--- config.mk ---
export PLATFORM = sky130hd
export DESIGN_NAME = csr_access_unit_flat
export DESIGN_NICKNAME = d
export VERILOG_FILES = /design/src/rtl/csr_access_unit_if.sv /design/src/rtl/csr_access_unit.sv /design/src/flat_wrapper.sv
export SDC_FILE = /design/constraint.sdc
export NUM_CORES = 1
export LEC_CHECK = 0
export ABC_AREA = 1
export CAP_MARGIN = 20
export CORE_MARGIN = 2
export CORE_UTILIZATION = 51
export CTS_BUF_LIST = sky130_fd_sc_hd__clkbuf_8
export DETAILED_ROUTE_END_ITERATION = 10
export GPL_TIMING_DRIVEN = 0
export MAX_ROUTING_LAYER = met4
export PLACE_DENSITY_LB_ADDON = 0.1
export SLEW_MARGIN = 20
export SYNTH_ARGS = -nofsm -noshare
export SYNTH_HDL_FRONTEND = slang
export SYNTH_SLANG_ARGS = --single-unit
--- constraint.sdc ---
create_clock -name clk -period 3.98 [get_ports clk]
set_input_delay 0.796 -clock clk [delete_from_list [all_inputs] [get_ports clk]]
set_output_delay 0.796 -clock clk [all_outputs]
set_load 0.02 [all_outputs]
--- src/rtl/csr_access_unit_if.sv ---
// rtl/csr_access_unit_if.sv - request/response and CSR register-file bus for csr_access_unit
//
// Purpose: bundles every non-clock signal of csr_access_unit.
//   master : execute stage + register file side (drives requests, read data, resp_ready)
//   slave  : csr_access_unit side
// Signals:
//   req_v_i/req_ready_o          request handshake
//   req_op_i/adr/rs1/rs1_data    funct3, CSR address, rs1 field, rs1 value
//   csr_adr_read_o/csr_data_i    register-file read port (combinational read)
//   csr_write_v_o/adr/data       register-file write port
//   resp_v_o/resp_ready_i        response handshake
//   resp_data_o/resp_illegal_o   old CSR value, illegal-instruction flag
interface csr_access_unit_if #(
  parameter int XLEN = 32
);
  logic            req_v_i;
  logic            req_ready_o;
  logic [2:0]      req_op_i;
  logic [11:0]     req_adr_i;
  logic [4:0]      req_rs1_i;
  logic [XLEN-1:0] req_rs1_data_i;
  logic [11:0]     csr_adr_read_o;
  logic [XLEN-1:0] csr_data_i;
  logic            csr_write_v_o;
  logic [11:0]     csr_adr_write_o;
  logic [XLEN-1:0] csr_data_o;
  logic            resp_v_o;
  logic            resp_ready_i;
  logic [XLEN-1:0] resp_data_o;
  logic            resp_illegal_o;

  modport master (
    output req_v_i, req_op_i, req_adr_i, req_rs1_i, req_rs1_data_i, csr_data_i, resp_ready_i,
    input  req_ready_o, csr_adr_read_o, csr_write_v_o, csr_adr_write_o, csr_data_o,
           resp_v_o, resp_data_o, resp_illegal_o
  );

  modport slave (
    input  req_v_i, req_op_i, req_adr_i, req_rs1_i, req_rs1_data_i, csr_data_i, resp_ready_i,
    output req_ready_o, csr_adr_read_o, csr_write_v_o, csr_adr_write_o, csr_data_o,
           resp_v_o, resp_data_o, resp_illegal_o
  );
endinterface

--- src/rtl/csr_access_unit.sv ---
// rtl/csr_access_unit.sv - Zicsr read-modify-write sequencer for the machine-mode CSR file
//
// Purpose: accepts one CSR instruction, reads the addressed CSR, writes the
// modified value back (when required and legal) and returns the old value.
// Ports:
//   clk    clock
//   reset  synchronous active-high reset
//   bus    csr_access_unit_if.slave (request, register-file ports, response)
module csr_access_unit #(
  parameter int XLEN = 32
) (
  input logic               clk,
  input logic               reset,
  csr_access_unit_if.slave  bus
);

  typedef enum logic [1:0] {
    S_IDLE  = 2'd0,
    S_READ  = 2'd1,
    S_WRITE = 2'd2,
    S_RESP  = 2'd3
  } state_t;

  state_t          r_state;
  state_t          w_next_state;

  logic [2:0]      r_op;
  logic [11:0]     r_adr;
  logic [4:0]      r_rs1;
  logic [XLEN-1:0] r_rs1_data;
  logic [XLEN-1:0] r_new;
  logic [XLEN-1:0] r_resp_data;
  logic            r_illegal;

  logic            w_ready;
  logic            w_accept;
  logic [XLEN-1:0] w_src;
  logic [XLEN-1:0] w_new;
  logic            w_impl;
  logic            w_write_req;
  logic            w_illegal;

  // Immediate forms take the 5-bit rs1 field as a zero-extended operand.
  assign w_src = r_op[2] ? {{(XLEN-5){1'b0}}, r_rs1} : r_rs1_data;

  always_comb begin
    w_new = bus.csr_data_i;
    case (r_op[1:0])
      2'b01:   w_new = w_src;
      2'b10:   w_new = bus.csr_data_i | w_src;
      2'b11:   w_new = bus.csr_data_i & ~w_src;
      default: w_new = bus.csr_data_i;
    endcase
  end

  always_comb begin
    w_impl = 1'b0;
    case (r_adr)
      12'hF11, 12'hF12, 12'hF13,
      12'h300, 12'h301, 12'h304, 12'h305, 12'h310,
      12'h340, 12'h341, 12'h342, 12'h343, 12'h344: w_impl = 1'b1;
      default:                                      w_impl = 1'b0;
    endcase
  end

  // Set/clear with rs1 == x0 (or uimm == 0) is a pure read, so it may target read-only CSRs.
  assign w_write_req = (r_op[1:0] == 2'b01) || (r_rs1 != 5'd0);
  assign w_illegal   = (r_op[1:0] == 2'b00) || !w_impl ||
                       (w_write_req && (r_adr[11:10] == 2'b11));

  always_ff @(posedge clk) begin
    if (reset) begin
      r_state     <= S_IDLE;
      r_op        <= 3'd0;
      r_adr       <= 12'd0;
      r_rs1       <= 5'd0;
      r_rs1_data  <= '0;
      r_new       <= '0;
      r_resp_data <= '0;
      r_illegal   <= 1'b0;
    end else begin
      r_state <= w_next_state;
      if (w_accept) begin
        r_op       <= bus.req_op_i;
        r_adr      <= bus.req_adr_i;
        r_rs1      <= bus.req_rs1_i;
        r_rs1_data <= bus.req_rs1_data_i;
      end
      // Read data is only meaningful here; later changes on csr_data_i are ignored.
      if (r_state == S_READ) begin
        r_new       <= w_new;
        r_illegal   <= w_illegal;
        r_resp_data <= w_illegal ? '0 : bus.csr_data_i;
      end
    end
  end

  always_comb begin
    w_next_state      = r_state;
    w_ready           = 1'b0;
    bus.csr_write_v_o = 1'b0;
    bus.resp_v_o      = 1'b0;
    case (r_state)
      S_IDLE: begin
        w_ready = !reset;
        if (bus.req_v_i && !reset) w_next_state = S_READ;
      end
      S_READ: begin
        w_next_state = (w_write_req && !w_illegal) ? S_WRITE : S_RESP;
      end
      S_WRITE: begin
        // Gated so a reset landing on this cycle never commits a partial write.
        bus.csr_write_v_o = !reset;
        w_next_state      = S_RESP;
      end
      S_RESP: begin
        bus.resp_v_o = !reset;
        if (bus.resp_ready_i) w_next_state = S_IDLE;
      end
      default: w_next_state = S_IDLE;
    endcase
  end

  assign w_accept            = bus.req_v_i && w_ready;
  assign bus.req_ready_o     = w_ready;
  assign bus.csr_adr_read_o  = r_adr;
  assign bus.csr_adr_write_o = r_adr;
  assign bus.csr_data_o      = r_new;
  assign bus.resp_data_o     = r_resp_data;
  assign bus.resp_illegal_o  = r_illegal;

endmodule
--- src/flat_wrapper.sv ---
// flat-port wrapper written by rule: the top's interface ports become plain ports
module csr_access_unit_flat 
#(
  parameter int XLEN = 32
)
  (clk, reset, bus_req_v_i, bus_req_op_i, bus_req_adr_i, bus_req_rs1_i, bus_req_rs1_data_i, bus_csr_data_i, bus_resp_ready_i, bus_req_ready_o, bus_csr_adr_read_o, bus_csr_write_v_o, bus_csr_adr_write_o, bus_csr_data_o, bus_resp_v_o, bus_resp_data_o, bus_resp_illegal_o);
  csr_access_unit_if #(.XLEN(XLEN)) bus_i ();
  input logic clk;
  input logic reset;
  input wire logic [$bits(bus_i.req_v_i)-1:0] bus_req_v_i;
  input wire logic [$bits(bus_i.req_op_i)-1:0] bus_req_op_i;
  input wire logic [$bits(bus_i.req_adr_i)-1:0] bus_req_adr_i;
  input wire logic [$bits(bus_i.req_rs1_i)-1:0] bus_req_rs1_i;
  input wire logic [$bits(bus_i.req_rs1_data_i)-1:0] bus_req_rs1_data_i;
  input wire logic [$bits(bus_i.csr_data_i)-1:0] bus_csr_data_i;
  input wire logic [$bits(bus_i.resp_ready_i)-1:0] bus_resp_ready_i;
  output wire logic [$bits(bus_i.req_ready_o)-1:0] bus_req_ready_o;
  output wire logic [$bits(bus_i.csr_adr_read_o)-1:0] bus_csr_adr_read_o;
  output wire logic [$bits(bus_i.csr_write_v_o)-1:0] bus_csr_write_v_o;
  output wire logic [$bits(bus_i.csr_adr_write_o)-1:0] bus_csr_adr_write_o;
  output wire logic [$bits(bus_i.csr_data_o)-1:0] bus_csr_data_o;
  output wire logic [$bits(bus_i.resp_v_o)-1:0] bus_resp_v_o;
  output wire logic [$bits(bus_i.resp_data_o)-1:0] bus_resp_data_o;
  output wire logic [$bits(bus_i.resp_illegal_o)-1:0] bus_resp_illegal_o;
  assign bus_i.req_v_i = bus_req_v_i;
  assign bus_i.req_op_i = bus_req_op_i;
  assign bus_i.req_adr_i = bus_req_adr_i;
  assign bus_i.req_rs1_i = bus_req_rs1_i;
  assign bus_i.req_rs1_data_i = bus_req_rs1_data_i;
  assign bus_i.csr_data_i = bus_csr_data_i;
  assign bus_i.resp_ready_i = bus_resp_ready_i;
  assign bus_req_ready_o = bus_i.req_ready_o;
  assign bus_csr_adr_read_o = bus_i.csr_adr_read_o;
  assign bus_csr_write_v_o = bus_i.csr_write_v_o;
  assign bus_csr_adr_write_o = bus_i.csr_adr_write_o;
  assign bus_csr_data_o = bus_i.csr_data_o;
  assign bus_resp_v_o = bus_i.resp_v_o;
  assign bus_resp_data_o = bus_i.resp_data_o;
  assign bus_resp_illegal_o = bus_i.resp_illegal_o;
  csr_access_unit #(.XLEN(XLEN)) u_core (.clk(clk), .reset(reset), .bus(bus_i));
endmodule
# Word-level counts from Yosys, hierarchy flattened
# Index checks and enable logic that the tools add are counted.
# word_totals
inputBits	88
elab_cells	59
output_inout_bits	92
reg_bits	119
# classes
muxes	11
eq_ne	22
bitwise	3
reduce_logical	15
# op_table
operator	count
$eq A12 B10 Y1 const B	10
$pmux W32 S3	1
$mux W32	2
$eq A12 B12 Y1 const B	3
$and A32 B32 Y32	1
$not A32 Y32	1
$or A32 B32 Y32	1
$reduce_or A13 Y1	1
$eq A2 B2 Y1 const B	5
$pmux W2 S4	1
$mux W1	5
$reduce_bool A5 Y1	1
$eq A2 B1 Y1 const B	2
$logic_and A1 B1 Y1	4
$logic_not A2 Y1	2
$mux W2	2
$logic_not A1 Y1	3
$logic_or A1 B1 Y1	3
$ne A2 B1 Y1 const B	1
$ne A2 B2 Y1 const B	1
$reduce_and A2 Y1	1

# Logic depth before layout (Yosys ltp)
# Gate-level depths: netlist of run 1.
# depth
depth_word	10
mapped_depth	10

# Worst setup path after synthesis of run 1
# OpenSTA, ideal clock, no wires.
# synth_timing
kind	input port to output port
from	input reset
to	output bus_csr_write_v_o
slack_ns	1.726
arrival_ns	1.458
path_stages	3
t_required_ns	3.184
path_cell_list	buf_2 > buf_1 > nor2_1
# synth_via
elab_chain_cells	2
# synth_rtl
element	line	text
start, declared	flat_wrapper.sv:9	input logic reset;
$logic_not A1 Y1	csr_access_unit.sv:113	bus.csr_write_v_o = !reset;
$mux W1	csr_access_unit.sv:103	case (r_state)
end, declared	flat_wrapper.sv:19	output wire logic [$bits(bus_i.csr_write_v_o)-1:0] bus_csr_write_v_o;
# No other way between the ends.

# Worst setup path in the final report of run 1
# layout_timing
from	input reset
to	output bus_resp_v_o
# layout_via
elab_chain_cells	2
# layout_rtl
element	line	text
$logic_not A1 Y1	csr_access_unit.sv:117	bus.resp_v_o = !reset;
$mux W1	csr_access_unit.sv:103	
end, declared	flat_wrapper.sv:22	output wire logic [$bits(bus_i.resp_v_o)-1:0] bus_resp_v_o;
# No other way between the ends.

==> results_dict.tcl, run 1 <==
set metrics [dict create \
    outcome "completed" \
    post-cts-setup-buffers 0 \
    r2r-end "u_core.r_rs1_data[23]" \
    io_buffer_count 178 \
    critPathSlowestCell "clkdlybuf4s50_1" \
    fin_crit_ps 2900 \
    yosysWarningCount 0 \
    drive_gt1_share_pct 7.72 \
    post_synth.cell_area_avg_um2 7.44 \
    hold_start "u_core.bus.resp_data_o[20]" \
    clkTransAtPathRegs_ps 80 \
    clkPwrFrac_pct 27.4 \
    syn_inst 710 \
    max_stage_delay_ps 550 \
    first_iter_violations 464 \
    finClkSkew_ps 13.7 \
    root_buffer "clkbuf_8" \
    worst-path-max-fanout 10 \
    reg2reg_slack_ps 1890 \
    place_inst 1024 \
    yosysUniqueCellTypes 23 \
    postCtsResizedCells 0 \
    combinationalPowerShare_pct 38.8 \
    cp-end-kind "output pin" \
    dr.pass1.iters 5 \
    rsz0062_at_grt "false" \
    wl_per_cell_um 16.4 \
    finalHoldViolCount 0 \
    period_share_pct 73.0 \
    power.leakage_nw 3.01 \
    hold_path_class "flop to flop" \
    nNetsFinal 1000 \
    path_cells "buf_2 -> buf_1 -> nor2_1 -> clkdlybuf4s50_1" \
    hold_slack_ps 465 \
    clock_path_buffers 2 \
    wirelength_um 17400 \
    dp_hpwl_um 12400 \
    via_per_inst 5.65 \
    criticalPathCategory "primary input to output pin" \
    grt_usage_pct 31.8 \
    dieWidth_um 106 \
    ys_seq_area_share_pct 45.1 \
    cp.required_ps 3180 \
    drv_slew 0 \
    gp_routability_congestion 0.878 \
    arrival_ps 2110 \
    tightest_slew_ps 560 \
    boundaryPins 180 \
    syn-num-nets 803 \
    drtAntennaViolNets 0 \
    dieArea_um2 11200 \
    p_sw_share_pct 37.9 \
    core_area_um2 10200 \
    final_cells 1056 \
    hold_path_depth 2 \
    cap_viol_max_count 0 \
    cp.buffers_inverters 3 \
    grt_pass1_vias 5782 \
    drc 0 \
    htreeDepth 4 \
    synth_seq_cells 119 \
    power.total_mw 4.79 \
    power_density_nw_per_um2 621 \
    cts_tree "done" \
    finish.utilization_pct 75.8 \
    die_h_um 106 \
    clk_latency_ps 440 \
    grt_max_degree 17 \
    rows 37 \
    relSlewSlack_pct 62.7 \
    gr-total-overflow 0 \
    numCtsBuffers 17 \
    area_growth_pct 46.0 \
    seqPwrFrac_pct 33.8 \
    antenna_found_initial 0 \
    clock_sinks 119 \
    r2r_start "u_core.r_state[0]" \
    fmax_ghz 0.344 \
    diodes 0 \
    grt_pass1_wl_um 27500 \
    setup_tns_ps 0 \
    synthesis.area_um2 5290 \
    switchingPower_mw 1.82 \
    vias 5969 \
    holdPathEnd "u_core.bus.resp_data_o[20]" \
    startpoint_type "primary input" \
    setup_violations 0 \
    internal_power_mw 2.97 \
    vdd_drop_max_uv 329 \
    critPathTopFamily "buffers and inverters" \
    postCtsHoldBufs 0 \
    ff2ff_path_depth 8 \
    start_util_pct 51.9 \
]
-- cell usage in the layout (no fill, tap or decap), drive strengths merged, types with 5 or more instances in the layout --
cell / synthesis / final
bufinv: 0 / 5
nand3: 12 / 12
buf: 42 / 42
inv: 59 / 62
nand4: 33 / 33
o31ai: 19 / 19
clkbuf: 25 / 44
ha: 5 / 5
o21ai: 47 / 47
dfxtp: 119 / 119
o211ai: 28 / 28
o221ai: 27 / 27
a21oi: 45 / 45
nor2: 40 / 40
clkdlybuf4s50: 0 / 178
nand2: 208 / 208
-- worst max path at each step --
stage | from | slack, ps | end | cells past startpoint
final | reset | 1080 | bus_resp_v_o | 4
after global routing | reset | 1010 | bus_csr_write_v_o | 4
after CTS | reset | 1110 | bus_resp_v_o | 4
after detailed placement | reset | 1110 | bus_req_ready_o | 4
after global placement | reset | 1150 | bus_req_ready_o | 4
after floorplan | reset | 1730 | bus_csr_write_v_o | 3
-- cell families after synthesis --
group | count (synthesis) | synth area share [%]
DFF | 119 | 45.1
adders and majority gates | 5 | 1.18
AOI/OAI and AO/OA | 167 | 20.0
and+or+nand+nor | 293 | 23.1
buffers and inverters | 126 | 10.6
-- power groups by stage --
stage / sequential (mW) / clock (mW) / combinational (mW)
final: 1.62 / 1.31 / 1.86
after global routing: 1.64 / 1.37 / 1.99
after CTS: 1.61 / 1.31 / 1.84
after detailed placement: 1.63 / 0 / 1.83
after global placement: 1.62 / 0 / 1.78
after floorplan: 1.79 / 0 / 0.878
-- stage by stage --
stage	instance area, um^2	setup WS [ps]
3_5_place_dp	7240	1110
4_1_cts	7720	1110
6_report	7720	1080
2_1_floorplan	5290	1730
3_3_place_gp	7240	1150
5_1_grt	7720	1010
-- area by class of cell --
cell class / count / area, um^2
Buffer: 67 / 339
Clock buffer: 19 / 262
Clock inverter: 13 / 218
Fill cell: 795 / 2470
Inverter: 59 / 221
Multi-Input combinational cell: 465 / 2340
Sequential cell: 119 / 2380
Tap cell: 136 / 170
Timing Repair Buffer: 178 / 1780
-- routing by layer --
layer / global-route usage [%] / share of wire [%] / up-vias
met5: - / 0 / -
met4: 12.4 / 2.0 / 0
met3: 6.00 / 9.3 / 42
met2: 52.7 / 49 / 364
met1: 38.4 / 40 / 2782
li1: - / - / 2781
-- worst min-delay path, stage by stage (launching register included) --
cell	delay (ps)
dfxtp_1	310
nand2_1	60
a21oi_1	50
-- sequential cells by signal, summed over array words and instances, names as in the netlist --
name / flops
u_core.bus.resp_illegal_o: 1
u_core.bus.resp_data_o: 32
u_core.r_rs1: 5
u_core.r_op: 3
u_core.r_state: 2
u_core.bus.csr_adr_read_o: 12
u_core.bus.csr_data_o: 32
u_core.r_rs1_data: 32
-- synth_stat cells --
cell type / n / area share (%)
nand2_1: 207 / 15
dfxtp_1: 119 / 45
inv_1: 55 / 3.9
a21oi_1: 45 / 4.3
o21ai_0: 42 / 4.0
nor2_1: 37 / 2.6
nand4_1: 33 / 3.9
o211ai_1: 28 / 4.0
o221ai_1: 27 / 4.5
clkbuf_1: 25 / 1.8
o31ai_1: 19 / 2.7
buf_2: 16 / 1.5
buf_4: 12 / 1.7
nand3_1: 12 / 1.1
buf_1: 11 / 0.78
ha_1: 5 / 1.2
o21ai_1: 5 / 0.47
inv_2: 4 / 0.28
buf_6: 3 / 0.64
nor2_4: 2 / 0.43
a211oi_1: 1 / 0.14
nand2_4: 1 / 0.21
nor2_2: 1 / 0.12
No activity file was read; power rests on OpenSTA's default activity.
==> inputs of run 2 (changes only) <==
Settings changed: CORE_UTILIZATION 51 to 47.
Clock period 3.98 ns to 2.9 ns, I/O delays scaled along.
==> run 2 against run 1 <==
  * Non-clock buffer count stayed put
  * Via count decreased by 1.6%
  * Clock power grew 22%
  * Utilization decreased by 5.3 points
  * Die area rose by 8.2%
  * Critical path depth increased by 1
  * Flip-flop and latch count unchanged
==> results_dict.tcl, run 2 (same netlist as run 1, synthesis figures left out) <==
set metrics [dict create \
    rows 38 \
    r2r-end "u_core.r_op[1]" \
    fmax_ghz 0.397 \
    finalHoldViolCount 0 \
    holdPathEnd "u_core.bus.resp_data_o[27]" \
    first_iter_violations 370 \
    grt_pass1_vias 5725 \
    area_growth_pct 45.1 \
    relSlewSlack_pct 56.5 \
    clk_latency_ps 440 \
    numCtsBuffers 17 \
    postCtsResizedCells 0 \
    cap_viol_max_count 0 \
    grt_pass1_wl_um 27100 \
    antenna_found_initial 0 \
    htreeDepth 4 \
    wirelength_um 17700 \
    drtAntennaViolNets 0 \
    root_buffer "clkbuf_8" \
    place_inst 1028 \
    drv_slew 0 \
    via_per_inst 5.54 \
    design_area_um2 7670 \
    diodes 0 \
    gp_routability_congestion 0.872 \
    fill_cells 892 \
    dieArea_um2 12100 \
    hold_path_depth 2 \
    hold_path_class "flop to flop" \
    wl_per_cell_um 16.7 \
    dieWidth_um 110 \
    io_buffer_count 178 \
    gr-total-overflow 0 \
    criticalPathCategory "flop to output pin" \
    final_cells 1060 \
    final_common_cell "nand2_1" \
    reg2reg_slack_ps 690 \
    tightest_slew_ps 650 \
    cp-end-kind "output pin" \
    grt_usage_pct 30.3 \
    setup_violations 0 \
    rsz0062_at_grt "false" \
    power_density_nw_per_um2 834 \
    vdd_drop_max_uv 515 \
    grt_max_degree 17 \
    dp_hpwl_um 12900 \
    ff2ff_path_depth 8 \
    hold_start "u_core.bus.resp_data_o[27]" \
    power.leakage_nw 3.00 \
    clock_sinks 119 \
    dr.pass1.iters 6 \
    worst-path-max-fanout 5 \
    fin_crit_ps 2520 \
    boundaryPins 180 \
    placedInstanceArea_um2 7240 \
    arrival_ps 1940 \
    period_share_pct 86.8 \
    startpoint_type "flop" \
    vias 5872 \
    postCtsHoldBufs 0 \
    die_h_um 110 \
    cp.required_ps 2320 \
    core_area_um2 10900 \
    clock_path_buffers 2 \
    drc 0 \
    post-cts-setup-buffers 0 \
    nNetsFinal 1000 \
    cts_tree "done" \
    r2r_start "u_core.r_state[0]" \
    setup_tns_ps 0 \
    finish.utilization_pct 70.4 \
    hold_slack_ps 465 \
    clkTransAtPathRegs_ps 60 \
    outcome "completed" \
    drive_gt1_share_pct 7.61 \
    start_util_pct 48.5 \
    finClkSkew_ps 9.12 \
    final_cell_mix "nand2_1, clkdlybuf4s50_1, dfxtp_1" \
]
run 2: changes by cell type in the layout (fill, tap and decap cells not counted), sizes merged:
cell	before	now
clkinv	3	6
inv	62	60
bufinv	5	3
clkinvlp	2	0
clkbuf	44	47
run 2: worst max-delay path, cell delays in order, from the launching register on:
cell	delay, ps
dfxtp_1	350
inv_1	150
ha_1	210
inv_1	70
nor2_1	90
clkdlybuf4s50_1	620
run 2: through the flow:
| stage | total power [mW] | worst slack (ps) |
|---|---|---|
| after floorplan | 3.67 | 1080 |
| after global placement | 4.69 | 481 |
| after detailed placement | 4.78 | 391 |
| after CTS | 6.37 | 379 |
| after global routing | 6.70 | 324 |
| final | 6.40 | 383 |
run 2: per-layer routing:
metal | global-route usage (%) | share of wire, % | wire, um
met5 | - | 0 | 0
met4 | 13.8 | 2.3 | 410
met3 | 6.29 | 8.3 | 1470
met2 | 50.3 | 50 | 8800
met1 | 35.4 | 40 | 7050
run 2: worst max path at each step:
stage,from,end
after floorplan,reset,bus_csr_write_v_o
after global placement,bus_req_v_i,u_core.r_rs1_data[4]
after detailed placement,bus_req_v_i,u_core.r_op[1]
after CTS,u_core.r_state[0],bus_req_ready_o
after global routing,u_core.r_state[0],bus_req_ready_o
final,u_core.r_state[0],bus_req_ready_o
run 2: power by group:
group	total (mW)	switching [mW]	internal [mW]
sequential	2.22	0.238	1.98
combinational	2.57	1.55	1.02
clock	1.60	0.651	0.952
run 2: final cells by class:
class | count | area [um^2] | share of cell area [%]
Clock buffer | 22 | 303 | 3.95
Timing Repair Buffer | 178 | 1780 | 23.2
Multi-Input combinational cell | 465 | 2340 | 30.5
Clock inverter | 10 | 124 | 1.62
Inverter | 59 | 221 | 2.89
Sequential cell | 119 | 2380 | 31.1
Buffer | 67 | 339 | 4.42
Tap cell | 140 | 175 | 2.28
==> RTL edit 1, RTL diff (flow settings as in run 2) <==
`XLEN` is set to 32 in 3 places; all go to 64.
--- a/src/rtl/csr_access_unit_if.sv
+++ b/src/rtl/csr_access_unit_if.sv
@@ -11,7 +11,7 @@
 //   resp_v_o/resp_ready_i        response handshake
 //   resp_data_o/resp_illegal_o   old CSR value, illegal-instruction flag
 interface csr_access_unit_if #(
-  parameter int XLEN = 32
+  parameter int XLEN = 64
 );
   logic            req_v_i;
   logic            req_ready_o;
--- a/src/rtl/csr_access_unit.sv
+++ b/src/rtl/csr_access_unit.sv
@@ -7,7 +7,7 @@
 //   reset  synchronous active-high reset
 //   bus    csr_access_unit_if.slave (request, register-file ports, response)
 module csr_access_unit #(
-  parameter int XLEN = 32
+  parameter int XLEN = 64
 ) (
   input logic               clk,
   input logic               reset,
--- a/src/flat_wrapper.sv
+++ b/src/flat_wrapper.sv
@@ -1,7 +1,7 @@
 // flat-port wrapper written by rule: the top's interface ports become plain ports
 module csr_access_unit_flat 
 #(
-  parameter int XLEN = 32
+  parameter int XLEN = 64
 )
   (clk, reset, bus_req_v_i, bus_req_op_i, bus_req_adr_i, bus_req_rs1_i, bus_req_rs1_data_i, bus_csr_data_i, bus_resp_ready_i, bus_req_ready_o, bus_csr_adr_read_o, bus_csr_write_v_o, bus_csr_adr_write_o, bus_csr_data_o, bus_resp_v_o, bus_resp_data_o, bus_resp_illegal_o);
   csr_access_unit_if #(.XLEN(XLEN)) bus_i ();
Ports: changed (resized bus_csr_data_i, bus_csr_data_o, bus_req_rs1_data_i and bus_resp_data_o); port bits go from 180 to 308. The function was not compared with the original's and may differ.
==> RTL edit 1 against run 2 <==
  * Total power is 74% higher
  * Wire length is 77% higher
  * Count of clock-buffer cells in the layout is 26 higher
  * Synthesized area is 76% higher
  * Setup slack worse by 0.23 ns
  * Clock power is 68% higher
  * Sequential cell count is 96 higher
  * Non-clock buffer count is 183 higher
  * Cell area is 75% higher
  * Largest cell class unchanged
==> RTL edit 1: results (changes against run 2) <==
- The flow ran to the end, and the final reports show no timing, DRC or antenna violations.
- The final instance count without filler cells is 1880 (+77%).
- The path with the worst hold slack has its endpoint at u_core.bus.resp_data_o[44]$_SDFFE_PP0P_.
- The global-route wire length before repair is 47700 microns (+76%).
- The weighted congestion at the end of routability-driven global placement was 0.873 (about the same).
- The switching share of total power was 38.9% (+0.69 points).
- Ranked by total cell area, the synthesized netlist is headed by dfxtp_1 (46%), nand2_1 (15%), o221ai_1 (5.6%), o211ai_1 (4.8%), nand4_1 (4.4%).
- The final HPWL from detailed placement is 23200 microns (+81%).
- The H-tree level count is 2 (-2).
- The post-synthesis sequential area ratio is 46.2% (+1.2 points).
- The global-route usage over all layers came to 30.0% (-0.38 points).
- The routed wire length on met2 is 13700 microns (+56%).
- The count of vias placed by the detailed router is 10100 (+71%).
- The deepest clock path buffer count is 3 (+1).
- The startpoint of the lowest-slack hold path is u_core.bus.resp_data_o[44]$_SDFFE_PP0P_.
- The number of global-route vias before repair is 9157 (+60%).
- The depth of the worst register-to-register path came to 7 (-1).
- The number of filler instances in the final layout is 1636 (+83%).
- The total clock buffers created by CTS is 37 (+20).
- The fraction of final layout cells sized beyond drive strength 1 is 6.51% (-1.1 points).
- The uppermost signal routing layer after detailed routing is met4.
- The number of antenna violations at the first check in global routing is 2 (+2).
- The post-route clock period utilization was 94.8% (+8.0 points).
- The endpoint of the most critical register-to-register path is u_core.r_rs1_data[60]$_SDFFE_PP0P_.
- The leakage power of the design is 0.00517 uW (+72%).
- The maximum net fanout on the critical path was 10 (+5).
- The count of TritonRoute iterations in the first routing pass is 5 (-1).
- The final layout net count is 1746 (+75%).
- The met3 layer wire length in the routed design is 2430 microns (+65%).
- The starting DRC count in detailed routing was 813 (+120%).
- The worst setup slack for register-to-register paths was 0.36 ns (-0.33 ns).
- The worst setup path startpoint is reset.
- The number of nets in the synthesized netlist came to 1401 (+74%).
- The tightest slew margin relative to the limit is 42.8% (-14 points).
- The synthesized instance count is 1244 (+75%).
- The aggregate routed wire length is 31400 microns (+77%).
- The maximum number of pins on one net before global-route repair was 11 (-6).
- The count of input and output buffers is 306 (+72%).
- The worst clock skew came to 0.0166 ns (+0.00752 ns).
- The worst setup path endpoint is bus_csr_write_v_o.
- The commonest cells after synthesis are nand2_1 (367), dfxtp_1 (215), inv_1 (85), a21oi_1 (77), o21ai_0 (77).
- The number of distinct library cell variants in the gate-level netlist after synthesis is 22 (-4.3%).
- The worst slack at placement came to -0.00594 ns (-0.397 ns).
- The arrival time at the worst endpoint is 2.17 ns (+0.23 ns).
- The placed cell count is 1815 (+77%).
- The source-to-sink clock delay at the later pin of the worst-skew pair is 0.53 ns (+0.09 ns).
- The detailed-route wire length on metal 1 is 14000 microns (+98%).
- The peak ir drop on the vdd network was 435 uV (-16%).
## RTL edit 1: changes by cell type in the layout (fill, tap and decap cells not counted), sizes merged, moves of 32 or more
cell           delta
o211ai           +32
nor2             +32
clkbuf           +66
a21oi            +32
clkdlybuf4s50   +128
dfxtp            +96
inv              +42
nand4            +32
nand2           +159
o221ai           +32
## RTL edit 1: critical path: stages
cell and delay, ns:
clkbuf_1 0.43, clkbuf_1 0.45, nor2_1 0.10, clkdlybuf4s50_1 0.60
## RTL edit 1: power groups by stage
stage	combinational [uW]	clock [uW]	sequential, uW
after global placement	4350	0	4020
after global routing	4790	2860	4050
after floorplan	2090	0	4420
after detailed placement	4400	0	4030
final	4440	2690	3980
after CTS	4420	2710	3970
## RTL edit 1: final cells by class
class	count	area, sq um	area share, %
Multi-Input combinational cell	816	4080	30.4
Clock inverter	15	58.8	0.438
Buffer	122	581	4.32
Sequential cell	215	4300	32.1
Tap cell	265	332	2.47
Clock buffer	48	661	4.92
Inverter	91	342	2.54
Timing Repair Buffer	306	3060	22.8
Antenna cell	2	5.00	0.0373
## RTL edit 1: layer usage
metal,up-vias,GRT usage [%]
li1,4911,-
met4,0,12.6
met2,477,45.3
met1,4577,40.4
met3,85,4.34
met5,-,-
## RTL edit 1: cells by family after synthesis
group | count (synthesis) | synth area share (%)
flops | 215 | 46.2
buf+inv | 213 | 9.91
fa+ha+maj | 5 | 0.672
compound gates | 295 | 20.4
simple gates | 516 | 22.7
## RTL edit 1: through the flow
stage | cell area, sq um | hold WS (ns) | TNS (ns) | total power (uW)
finish | 13400 | 0.462 | 0 | 11100
global route | 13400 | 0.483 | 0 | 11700
CTS | 13400 | 0.464 | 0 | 11100
detailed placement | 12700 | 0.454 | -0.00594 | 8430
global placement | 12700 | 0.451 | 0 | 8380
floorplan | 9310 | 0.440 | 0 | 6520
==> RTL edit 2, RTL diff (config.mk and constraints of run 2) <==
Without the edit above. Reset style: asynchronous (`reset`), changed in one clocked block. Comments in the files are not updated.
--- a/src/rtl/csr_access_unit.sv
+++ b/src/rtl/csr_access_unit.sv
@@ -68,7 +68,7 @@
   assign w_illegal   = (r_op[1:0] == 2'b00) || !w_impl ||
                        (w_write_req && (r_adr[11:10] == 2'b11));
 
-  always_ff @(posedge clk) begin
+  always_ff @(posedge clk or posedge reset) begin
     if (reset) begin
       r_state     <= S_IDLE;
       r_op        <= 3'd0;
Formal check against the unedited RTL: differs if reset is asserted again (counterexample within 4 cycles, from zero or initial values and one cycle with reset high); with reset held inactive, the same outputs for 10 cycles.
==> RTL edit 2 against run 2 <==
  * Cell area grew 3.8%
  * Synthesized area increased by 3.6%
  * Wire length fell by 9.0%
  * Setup slack worse by 0.043 ns
  * Clock power is 6% higher
  * Largest cell class unchanged
  * Critical path depth is the same
  * Total power grew 29%
  * Critical path type unchanged
  * Sequential cell count unchanged
==> RTL edit 2: results (changes against run 2) <==
- The run finished with clean final reports.
- The placed cell count is 917 (-11%).
- The post-synthesis sequential area ratio is 54.4% (+9.3 points).
- The final layout net count is 886 (-11%).
- The proportion of register bits with asynchronous set or reset after synthesis is 100% (+100 points).
- The post-synthesis share of cell area spent on full adders, half adders and majority gates is 1.14% (-0.041 points).
- The tightest slew margin relative to the limit is 55.8% (-0.71 points).
- The number of distinct library cell variants in the gate-level netlist after synthesis was 28 (+22%).
- The worst slack at placement is 0.453 ns (+0.0622 ns).
- The worst clock skew was 0.0156 ns (+0.00647 ns).
- The global-route wire length before repair is 25700 microns (-5.0%).
- The number of combinational gates with multiple inputs is 396 (-15%).
- By area the synthesized netlist is led by dfrtp_1 (54%), nand2_1 (8.2%), mux2_1 (7.4%), nand3_1 (5.7%), a21oi_1 (4.6%).
- The post-detailed-route wirelength per cell is 17.0 microns (+1.6%).
- The global-route usage over all layers is 26.8% (-3.5 points).
- The peak ir drop on the vdd network is 551 uV (+7.1%).
- The total inserted antenna cells is 0 (unchanged).
- The number of global-route vias before repair is 5140 (-10%).
- The met3 layer wire length in the routed design is 1170 microns (-21%).
- The detailed-route wire length on metal 1 was 6680 microns (-5.3%).
- The weighted congestion at the end of routability-driven global placement came to 0.830 (-4.8%).
- The fraction of final layout cells sized beyond drive strength 1 is 9.80% (+2.2 points).
- The count of vias placed by the detailed router was 5005 (-15%).
- The fraction of the mapped netlist area in compound gates is 9.30% (-11 points).
- The number of signal-net buffers in the layout is 231 (-5.7%).
- The clock-pin transition on the worst setup and hold timing paths was 0.08 ns (+0.02 ns).
- The clock buffer count is 20 (-9.1%).
- The multiplexer fraction of the synthesized cell area came to 7.41% (+7.4 points).
- The number of nets in the synthesized netlist is 685 (-15%).
- The count of input and output buffers is 179 (+0.56%).
- The leakage power of the design was 0.00358 uW (+19%).
- The final HPWL from detailed placement is 11800 microns (-8.5%).
- Sorting the synthesized cells by how often they occur yields nand2_1 (120), dfrtp_1 (119), nand3_1 (62), nor2_1 (61), a21oi_1 (50).
- The proportion of cell area occupied by multi-input gates is 26.7% (-3.9 points).
- The count of TritonRoute iterations in the first routing pass is 4 (-2).
- The arrival time at the worst endpoint came to 1.98 ns (+0.04 ns).
- The post-synthesis average cell area came to 9.24 sq um (+24%).
- The fraction of area in clock buffers and inverters is 5.66% (+0.097 points).
- The area of the core region is 11400 sq um (+4.4%).
- The routed wire length on met2 is 8020 microns (-8.9%).
- The power density over the cells is 1030 nW/um^2 (+24%).
- The area share of buffers outside the clock network was 26.7% (-1.0 points).
- The area occupied by registers came to 2980 sq um (+25%).
- The maximum number of pins on one net before global-route repair is 35 (+18).
[RTL edit 2: changes by cell type in the layout (fill, tap and decap cells not counted), sizes merged, moves of 35 or more]
| cell | delta |
|---|---|
| dfrtp | +119 |
| dfxtp | -119 |
| mux2 | +36 |
| nand2 | -75 |
| nand3 | +50 |
| o21ai | -35 |
[RTL edit 2: where the power goes]
group,switching [uW],total (uW),internal [uW]
Combinational,2210,3800,1590
Sequential,459,2730,2270
Clock,690,1690,1000
[RTL edit 2: layer usage]
metal | GRT usage [%] | vias up
li1 | - | 2362
met1 | 32.3 | 2442
met2 | 43.6 | 181
met3 | 7.24 | 20
met4 | 9.55 | 0
met5 | - | -
[RTL edit 2: cell families after synthesis]
kind of cell / Yosys count
simple gates: 263
buf+inv: 77
mux: 36
fa+ha+maj: 5
compound gates: 92
flops: 119
[RTL edit 2: path summary, 6_finish.rpt]
path	from	cells after the start	end	slack [ns]
worst min-delay path	u_core.bus.resp_data_o[23]$_DFFE_PP0P_	2	u_core.bus.resp_data_o[23]$_DFFE_PP0P_	0.48
worst min register to register	u_core.bus.resp_data_o[23]$_DFFE_PP0P_	2	u_core.bus.resp_data_o[23]$_DFFE_PP0P_	0.48
min in group asynchronous	reset	2	u_core.bus.csr_adr_read_o[2]$_DFFE_PP0P_	0.61
worst max-delay path	u_core.r_state[0]$_DFFE_PP0P_	5	bus_req_ready_o	0.34
worst max register to register	u_core.r_state[1]$_DFFE_PP0P_	8	u_core.bus.csr_data_o[9]$_DFFE_PP0P_	0.73
max in group asynchronous	reset	4	u_core.bus.resp_data_o[12]$_DFFE_PP0P_	1.50
[RTL edit 2: critical path, cell delays in order, from the launching register on]
cell and delay, ns:
dfrtp_1 0.44, inv_1 0.14, ha_1 0.19, inv_1 0.05, nor2_1 0.12, clkdlybuf4s50_1 0.62
